**config.mk**
```make
export PLATFORM = sky130hd
export DESIGN_NAME = video_timing_gen
export DESIGN_NICKNAME = d
export VERILOG_FILES = /design/src/rtl/video_timing_gen.sv
export SDC_FILE = /design/constraint.sdc
export NUM_CORES = 1
export LEC_CHECK = 0
export BUFFER_PORTS_ARGS = -buffer_cell sky130_fd_sc_hd__buf_2
export CORE_ASPECT_RATIO = 1.1
export CORE_UTILIZATION = 59
export CTS_CLUSTER_SIZE = 16
export DETAILED_ROUTE_END_ITERATION = 7
export HOLD_SLACK_MARGIN = 0.12
export PLACE_DENSITY = 0.82
export SLEW_MARGIN = 30
export SYNTH_ARGS = -nofsm -noshare
export SYNTH_HDL_FRONTEND = slang
export SYNTH_SLANG_ARGS = --single-unit
```
**constraint.sdc**
```tcl
create_clock -name clk -period 6.5 [get_ports clk]
set_clock_uncertainty 0.15 [all_clocks]
set_input_delay 1.625 -clock clk [delete_from_list [all_inputs] [get_ports clk]]
set_output_delay 1.625 -clock clk [all_outputs]
set_load 0.01 [all_outputs]
```
**src/rtl/video_timing_gen.sv**
```systemverilog
// Programmable video timing generator: H/V sync, data enable and a coordinate
// test pattern, with timing parameters shadowed once per frame.
module video_timing_gen #(
    parameter int DW = 10
) (
    input  logic          clk,
    input  logic          reset,
    input  logic          i_en,
    input  logic [5:0]    i_VSW,
    input  logic [5:0]    i_VBP,
    input  logic [5:0]    i_VACT,
    input  logic [5:0]    i_VFP,
    input  logic [5:0]    i_HSW,
    input  logic [5:0]    i_HBP,
    input  logic [5:0]    i_HACT,
    input  logic [5:0]    i_HFP,
    output logic          o_vsync,
    output logic          o_hsync,
    output logic          o_de,
    output logic [DW-1:0] o_r,
    output logic [DW-1:0] o_g,
    output logic [DW-1:0] o_b,
    output logic [8:0]    o_hcnt,
    output logic [8:0]    o_vcnt,
    output logic          o_frame_done,
    output logic          o_cfg_err
);

    typedef enum logic [1:0] {IDLE, RUN, DRAIN} state_t;

    state_t        state_q, state_d;
    logic [8:0]    hCnt_q, hCnt_d, vCnt_q, vCnt_d;
    logic [3:0]    frameCnt_q, frameCnt_d;
    logic [5:0]    hSw_q, hBp_q, hAct_q, hFp_q, vSw_q, vBp_q, vAct_q, vFp_q;
    logic          loadShadow, cfgErr_d, frameDone_d;
    logic          hsync_d, vsync_d, de_d, active;
    logic [DW-1:0] r_d, g_d, b_d;
    logic [8:0]    hcntOut_d, vcntOut_d;
    logic [8:0]    hTot, hWaitTh, hActiveTh, vTot, vWaitTh, vActiveTh;
    logic          cfgValid, lastPixel;
    logic [5:0]    px, ln;

    assign hWaitTh   = 9'(hSw_q) + 9'(hBp_q);
    assign hActiveTh = hWaitTh + 9'(hAct_q);
    assign hTot      = hActiveTh + 9'(hFp_q);
    assign vWaitTh   = 9'(vSw_q) + 9'(vBp_q);
    assign vActiveTh = vWaitTh + 9'(vAct_q);
    assign vTot      = vActiveTh + 9'(vFp_q);

    // A frame cannot start without a sync pulse and at least one active pixel/line.
    assign cfgValid  = (i_HSW != 6'd0) && (i_HACT != 6'd0) && (i_VSW != 6'd0) && (i_VACT != 6'd0);
    assign lastPixel = (hCnt_q == hTot) && (vCnt_q == vTot);

    // State register, counters, shadows and the single output register stage.
    always_ff @(posedge clk) begin
        if (reset) begin
            state_q      <= IDLE;
            hCnt_q       <= 9'd1;
            vCnt_q       <= 9'd1;
            frameCnt_q   <= 4'd0;
            hSw_q        <= '0;
            hBp_q        <= '0;
            hAct_q       <= '0;
            hFp_q        <= '0;
            vSw_q        <= '0;
            vBp_q        <= '0;
            vAct_q       <= '0;
            vFp_q        <= '0;
            o_vsync      <= 1'b0;
            o_hsync      <= 1'b0;
            o_de         <= 1'b0;
            o_r          <= '0;
            o_g          <= '0;
            o_b          <= '0;
            o_hcnt       <= '0;
            o_vcnt       <= '0;
            o_frame_done <= 1'b0;
            o_cfg_err    <= 1'b0;
        end else begin
            state_q      <= state_d;
            hCnt_q       <= hCnt_d;
            vCnt_q       <= vCnt_d;
            frameCnt_q   <= frameCnt_d;
            if (loadShadow) begin
                hSw_q  <= i_HSW;
                hBp_q  <= i_HBP;
                hAct_q <= i_HACT;
                hFp_q  <= i_HFP;
                vSw_q  <= i_VSW;
                vBp_q  <= i_VBP;
                vAct_q <= i_VACT;
                vFp_q  <= i_VFP;
            end
            o_vsync      <= vsync_d;
            o_hsync      <= hsync_d;
            o_de         <= de_d;
            o_r          <= r_d;
            o_g          <= g_d;
            o_b          <= b_d;
            o_hcnt       <= hcntOut_d;
            o_vcnt       <= vcntOut_d;
            o_frame_done <= frameDone_d;
            o_cfg_err    <= cfgErr_d;
        end
    end

    // Next state: DRAIN finishes the current frame but never starts another.
    always_comb begin
        state_d     = state_q;
        hCnt_d      = hCnt_q;
        vCnt_d      = vCnt_q;
        frameCnt_d  = frameCnt_q;
        loadShadow  = 1'b0;
        cfgErr_d    = 1'b0;
        frameDone_d = 1'b0;
        case (state_q)
            IDLE: begin
                hCnt_d = 9'd1;
                vCnt_d = 9'd1;
                if (i_en) begin
                    if (cfgValid) begin
                        loadShadow = 1'b1;
                        state_d    = RUN;
                    end else begin
                        cfgErr_d = 1'b1;
                    end
                end
            end
            RUN, DRAIN: begin
                if (hCnt_q == hTot) begin
                    hCnt_d = 9'd1;
                    if (vCnt_q == vTot) begin
                        vCnt_d      = 9'd1;
                        frameDone_d = 1'b1;
                        frameCnt_d  = frameCnt_q + 4'd1;
                        if (state_q == RUN && i_en) begin
                            if (cfgValid) begin
                                loadShadow = 1'b1;
                            end else begin
                                cfgErr_d = 1'b1;
                                state_d  = IDLE;
                            end
                        end else begin
                            state_d = IDLE;
                        end
                    end else begin
                        vCnt_d = vCnt_q + 9'd1;
                    end
                end else begin
                    hCnt_d = hCnt_q + 9'd1;
                end
                if (state_q == RUN && !i_en && !lastPixel) begin
                    state_d = DRAIN;
                end
            end
            default: state_d = IDLE;
        endcase
    end

    // Output decode from the current counters; registered above for equal latency.
    always_comb begin
        active    = (state_q != IDLE);
        px        = hCnt_q[5:0] - hWaitTh[5:0] - 6'd1;
        ln        = vCnt_q[5:0] - vWaitTh[5:0] - 6'd1;
        hsync_d   = active && (hCnt_q <= 9'(hSw_q));
        vsync_d   = active && (vCnt_q <= 9'(vSw_q));
        de_d      = active && (hCnt_q > hWaitTh) && (hCnt_q <= hActiveTh)
                           && (vCnt_q > vWaitTh) && (vCnt_q <= vActiveTh);
        hcntOut_d = active ? hCnt_q : 9'd0;
        vcntOut_d = active ? vCnt_q : 9'd0;
        r_d       = '0;
        g_d       = '0;
        b_d       = '0;
        if (de_d) begin
            r_d = DW'({px, {DW{1'b0}}} >> 6);
            g_d = DW'({ln, {DW{1'b0}}} >> 6);
            b_d = DW'({frameCnt_q, {DW{1'b0}}} >> 4);
        end
    end

endmodule

```
After elaboration in Yosys (flattened, before gate mapping)
Cells that the tools add are included.
Cells by class
  add/sub/neg operators: 13
  magnitude comparators: 6
  equal/unequal tests: 10
  multiplexer cells: 26
  bitwise logic cells: 4
  reductions and logical operators: 29
Operators with widths (count)
  9-bit one-hot mux with 2 select lines: 2
  9-bit two-way mux: 3
  6-bit nonzero test: 4
  8-bit by 6-bit adder with 9-bit output: 2
  9-bit by 1-bit adder with 9-bit output, second input constant: 2
  9-bit == test: 2
  9-bit by 7-bit > comparator with 1-bit output: 2
  9-bit by 6-bit <= comparator with 1-bit output: 2
  9-bit by 8-bit <= comparator with 1-bit output: 2
  7-bit by 6-bit adder with 8-bit output: 2
  6-bit by 6-bit adder with 7-bit output: 2
  2-bit two-way mux: 7
  1-bit logical AND: 13
  6-bit by 1-bit subtractor with 6-bit output, second input constant: 2
  6-bit subtractor: 2
  1-bit two-way mux: 11
  2-bit != test, second input constant: 3
  3-bit != test, second input constant: 2
  2-bit OR reduction: 3
  5-bit AND reduction: 1
  4-bit by 1-bit adder with 4-bit output, second input constant: 1
  4-bit != test, second input constant: 1
  1-bit NOT: 4
  1-bit one-hot mux with 2 select lines: 2
  9 further kinds: 11
Word-level totals
  flip-flop bits (word level): 125
  bits of input ports: 51
  logic and storage cells: 113

Depth between registers and ports, before layout
  depth after elaboration: 10
  gate-level depth with buffers: 25

Worst setup path before layout
No wires, ideal clock.
  kind: reg-to-reg
  start: reg hSw_q[0]
  end: reg hCnt_q[3]
  setup time: 0.095 ns
  arrival: 4.563 ns
  path slack: 1.692 ns
  cell stages (with the launch flop): 22
  period minus slack after synthesis: 4.808 ns
  cells stage by stage: dfxtp_1 ha_1 inv_1 fa_1 nor2b_1 o21ai_0 nand2b_1 xor2_1 ha_1 a21o_1 nor2_1 xnor2_1 ha_1 a21o_1 a31oi_1 xnor2_1 a21oi_1 a221oi_2 nor4_2 nor3_1 nand4_1 a221oi_1
Between the ends
  word-level cells in the longest chain between the ends: 6
Ends and longest elaborated chain
  start, declared: line 34  | logic [5:0] hSw_q, hBp_q, hAct_q, hFp_q, vSw_q, vBp_q, vAct_q, vFp_q;
  start signal, assigned: line 85  | hSw_q <= i_HSW;
  6-bit by 6-bit adder with 7-bit output: line 43  | assign hWaitTh = 9'(hSw_q) + 9'(hBp_q);
  7-bit by 6-bit adder with 8-bit output: line 44  | assign hActiveTh = hWaitTh + 9'(hAct_q);
  8-bit by 6-bit adder with 9-bit output: line 45  | assign hTot = hActiveTh + 9'(hFp_q);
  9-bit == test: line 130  | if (hCnt_q == hTot) begin
  9-bit two-way mux: line 130
  9-bit one-hot mux with 2 select lines: line 116  | case (state_q)
  end signal, assigned: line 81  | hCnt_q <= hCnt_d;
  end, declared: line 32  | logic [8:0] hCnt_q, hCnt_d, vCnt_q, vCnt_d;
Every way passes these cells.
A chain may end at the register's enable or synchronous reset.

Worst setup path after layout
Ends and elaborated chain as after synthesis.

==> run_results.csv <==
group,metric,value,unit
run_status,status,"completed",
layout,n_antenna_cell,0,
global_route,grt_pass1_vias,5742,
worst_hold_path,hold_class,"reg2reg",
sta,hold_viol,0,
logic_synthesis,ys_warn_count,0,
global_route,busiest_layer,"met2",
power,ir_worst_vdd,0.180,mV
layout,fin_nets,1069,
floorplanning,die-width,108,um
critical_path,critPathRequiredTime,6.62,ns
logic_synthesis,avgSynthCellArea,8.73,um2
critical_path,reg2reg_setup_slack,1.02,ns
run,cap_violations,0,
critical_path,reg2regPathDepth,21,
critical_path,arrival,5.60,ns
logic_synthesis,synth_flop_cell,"dfxtp_1",
logic_synthesis,synth.distinct_cells,67,
clock_network,cts_hold_buf,0,
critical_path,cp_num_buf_inv,1,
floorplanning,die_area,12900,um2
critical_path,r2r_end,"hCnt_q[3]",
clock_network,root_buffer,"clkbuf_16",
logic_synthesis,synth_edf_count,0,
critical_path,r2r-start,"hSw_q[0]",
route,wl,16500,um
critical_path,worstPathCellList,"ha_1 -> inv_1 -> fa_1 -> nor2b_1 -> o21ai_0 -> nand2b_1 -> xor2_1 -> ha_1 -> a21o_1 -> nor2_1 -> xnor2_1 -> ha_1 -> a21o_1 -> a31oi_1 -> xnor2_1 -> a21oi_1 -> a221oi_2 -> nor4_2 -> nor3_1 -> nand4_1 -> a221oi_1",
floorplanning,ios,104,
worst_hold_path,min_to,"frameCnt_q[3]",
sta,drv_slew,0,
layout,layout_commonest_cell,"dfxtp_1",
critical_path,path_delay_family,"compound AO/OA/AOI/OAI gates",
clock_network,clock-sinks,111,
power,p_per_area,244,nW/um2
placed_design,post-dp-hpwl,12800,um
sta,fin_hold_ws,0.344,ns
critical_path,crit_type,"reg2reg",
critical_path,startpoint_type,"register",
route,post_drt_wl_per_cell,15.3,um
global_route,use_met1,0.375,
placed_design,gp_congestion,0.949,
critical_path,cp-end-kind,"register",
sta,setup_viol,0,
route,drt_iter0_drc,358,
global_route,antenna_found_initial,0,
logic_synthesis,yosysSeqAreaShare,0.302,
layout,drive_above_1_share,0.136,
global_route,grt-ovfl-total,0,
clock_network,cts_buffer_depth,2,
route,firstDrtPassIters,5,
sta,min_period,5.48,ns
sta,fin_setup_tns,0,ns
logic_synthesis,netlist_area,7360,um2
placed_design,dpl_cell_area,7870,um2
clock_network,ctsResizeCount,0,
sta,max_slew_margin,0.480,
route,vias,6236,
sta,min_period_over_period,0.843,
clock_network,htree_levels,3,
logic_synthesis,ys_ff_latch,111,
floorplanning,initial_core_util,0.609,
global_route,grt_pass1_wl,27600,um
sta,rsz0062_at_grt,"no",
floorplanning,placementRows,42,
floorplanning,die_y,119,um
clock_network,cts_tree,"done",
clock_network,cts_buffers,9,
sta,fmax,183,MHz
critical_path,critPathMostFrequentCell,"ha_1",
worst_hold_path,worstHoldStart,"frameCnt_q[3]",
logic_synthesis,syn_inst,843,
layout,layout_common_cells,"111 x dfxtp_1, 100 x nor2_1, 89 x buf_2",
route,drc,0,
layout,syn_to_final_growth,11.2,%
global_route,met2_usage,0.429,
clock_network,clk-insertion-delay-late,0.36,ns
route,ant_nets,0,
critical_path,cpMaxStageDelayCell,"nor3_1",
global_route,grt_max_degree,76,
critical_path,crit_fanout,6,
clock_network,clkTransAtPathRegs,0.08,ns
global_route,grt_usage,0.272,
power,p_leak,3.94,nW
power,power,1.99,mW
global_route,met3_usage,0.0383,
layout,finalInstanceArea,8180,um2
logic_synthesis,postSynth.asyncResetShare,0,
sta,worst_pin_slew,0.780,ns
clock_network,cts_setup_buffers,0,
route,routed_via_density,5.77,
worst_hold_path,min_delay_path_depth,2,
critical_path,max_stage_delay,0.49,ns
floorplanning,core_area,12100,um2
placed_design,portBuffers,89,
==> state kept, by name, summed over array words and instances, names as in the netlist, 9 cells and up <==
| register | count |
|---|---|
| vCnt_q | 9 |
| o_hcnt | 9 |
| hCnt_q | 9 |
| o_vcnt | 9 |
==> metrics by stage <==
stage / setup slack, ns / cells / utilization
2_1_floorplan: 1.69 / 856 / -
3_3_place_gp: 1.32 / 1065 / 0.651
3_5_place_dp: 1.10 / 1065 / 0.651
4_1_cts: 1.07 / 1081 / 0.677
5_1_grt: 0.594 / 1081 / 0.677
6_report: 1.02 / 1081 / 0.677
==> report_power, final <==
part	leakage (nW)	internal (mW)	switching, mW
registers	0.903	0.711	0.0269
logic	2.89	0.298	0.382
clock network	0.144	0.304	0.272
total	3.94	1.31	0.681
==> cell type report <==
class	count	area, um2
Multi-Input combinational cell	639	4720
Fill cell	1016	3910
Sequential cell	111	2220
Timing Repair Buffer	92	480
Inverter	69	259
Clock buffer	9	225
Tap cell	154	193
Clock inverter	7	78.8
==> kinds of logic (layout without fill, tap and decap cells) <==
logic type | count (synthesis) | count (layout) | share of synthesized area
AND/OR/NAND/NOR | 279 | 279 | 0.193
adder cells (fa/ha/maj) | 96 | 96 | 0.171
flip-flops | 111 | 111 | 0.302
multiplexers | 50 | 50 | 0.0682
buffers and inverters | 106 | 177 | 0.0646
other | 1 | 14 | 0.000510
XOR/XNOR | 53 | 53 | 0.0631
AO/OA/AOI/OAI | 147 | 147 | 0.137
==> metal layers <==
layer | up-vias | routed length, um
met1 | 2908 | 7630
li1 | 3095 | -
met2 | 207 | 7610
met5 | - | 0
met3 | 26 | 955
met4 | 0 | 333
==> worst reg2reg max path: stages (launching register included) <==
cell and delay, ns:
dfxtp_1 0.37, ha_1 0.18, inv_1 0.05, fa_1 0.41
nor2b_1 0.17, o21ai_0 0.09, nand2b_1 0.09, xor2_1 0.27
ha_1 0.31, a21o_1 0.18, nor2_1 0.19, xnor2_1 0.17
ha_1 0.31, a21o_1 0.17, a31oi_1 0.38, xnor2_1 0.17
a21oi_1 0.10, a221oi_2 0.44, nor4_2 0.16, nor3_1 0.49
nand4_1 0.24, a221oi_1 0.31
==> how the worst max path moves through the flow <==
stage | from | endpoint | cells after the start
2_1_floorplan | hSw_q[0] | hCnt_q[3] | 21
3_3_place_gp | hSw_q[0] | hSw_q[0] | 20
3_5_place_dp | hSw_q[0] | hCnt_q[3] | 21
4_1_cts | hSw_q[0] | hCnt_q[3] | 21
5_1_grt | hSw_q[0] | hCnt_q[3] | 21
6_report | hSw_q[0] | hCnt_q[3] | 21
==> cells in the mapped netlist (4+ instances only) <==
cell,count,share of area
a2111oi_0,4,0.0048
a211oi_1,5,0.0051
a21o_1,19,0.019
a21oi_1,37,0.025
a31oi_1,5,0.0043
and2_1,12,0.010
and3_1,11,0.0094
buf_4,14,0.014
clkbuf_1,18,0.0092
dfxtp_1,111,0.30
fa_1,8,0.022
ha_1,88,0.15
inv_1,66,0.034
mux2i_1,49,0.067
nand2_1,29,0.015
nand2b_1,13,0.011
nand3_1,22,0.015
nand4_1,17,0.014
nor2_1,100,0.051
nor2b_1,8,0.0068
nor3_1,22,0.015
nor3b_1,10,0.010
nor4_1,6,0.0051
o21a_1,15,0.015
o21ai_0,23,0.016
o22ai_1,6,0.0051
or2_2,7,0.0060
or3_1,8,0.0068
xnor2_1,35,0.042
xor2_1,18,0.021
No activity file was read; power rests on OpenSTA's default activity.
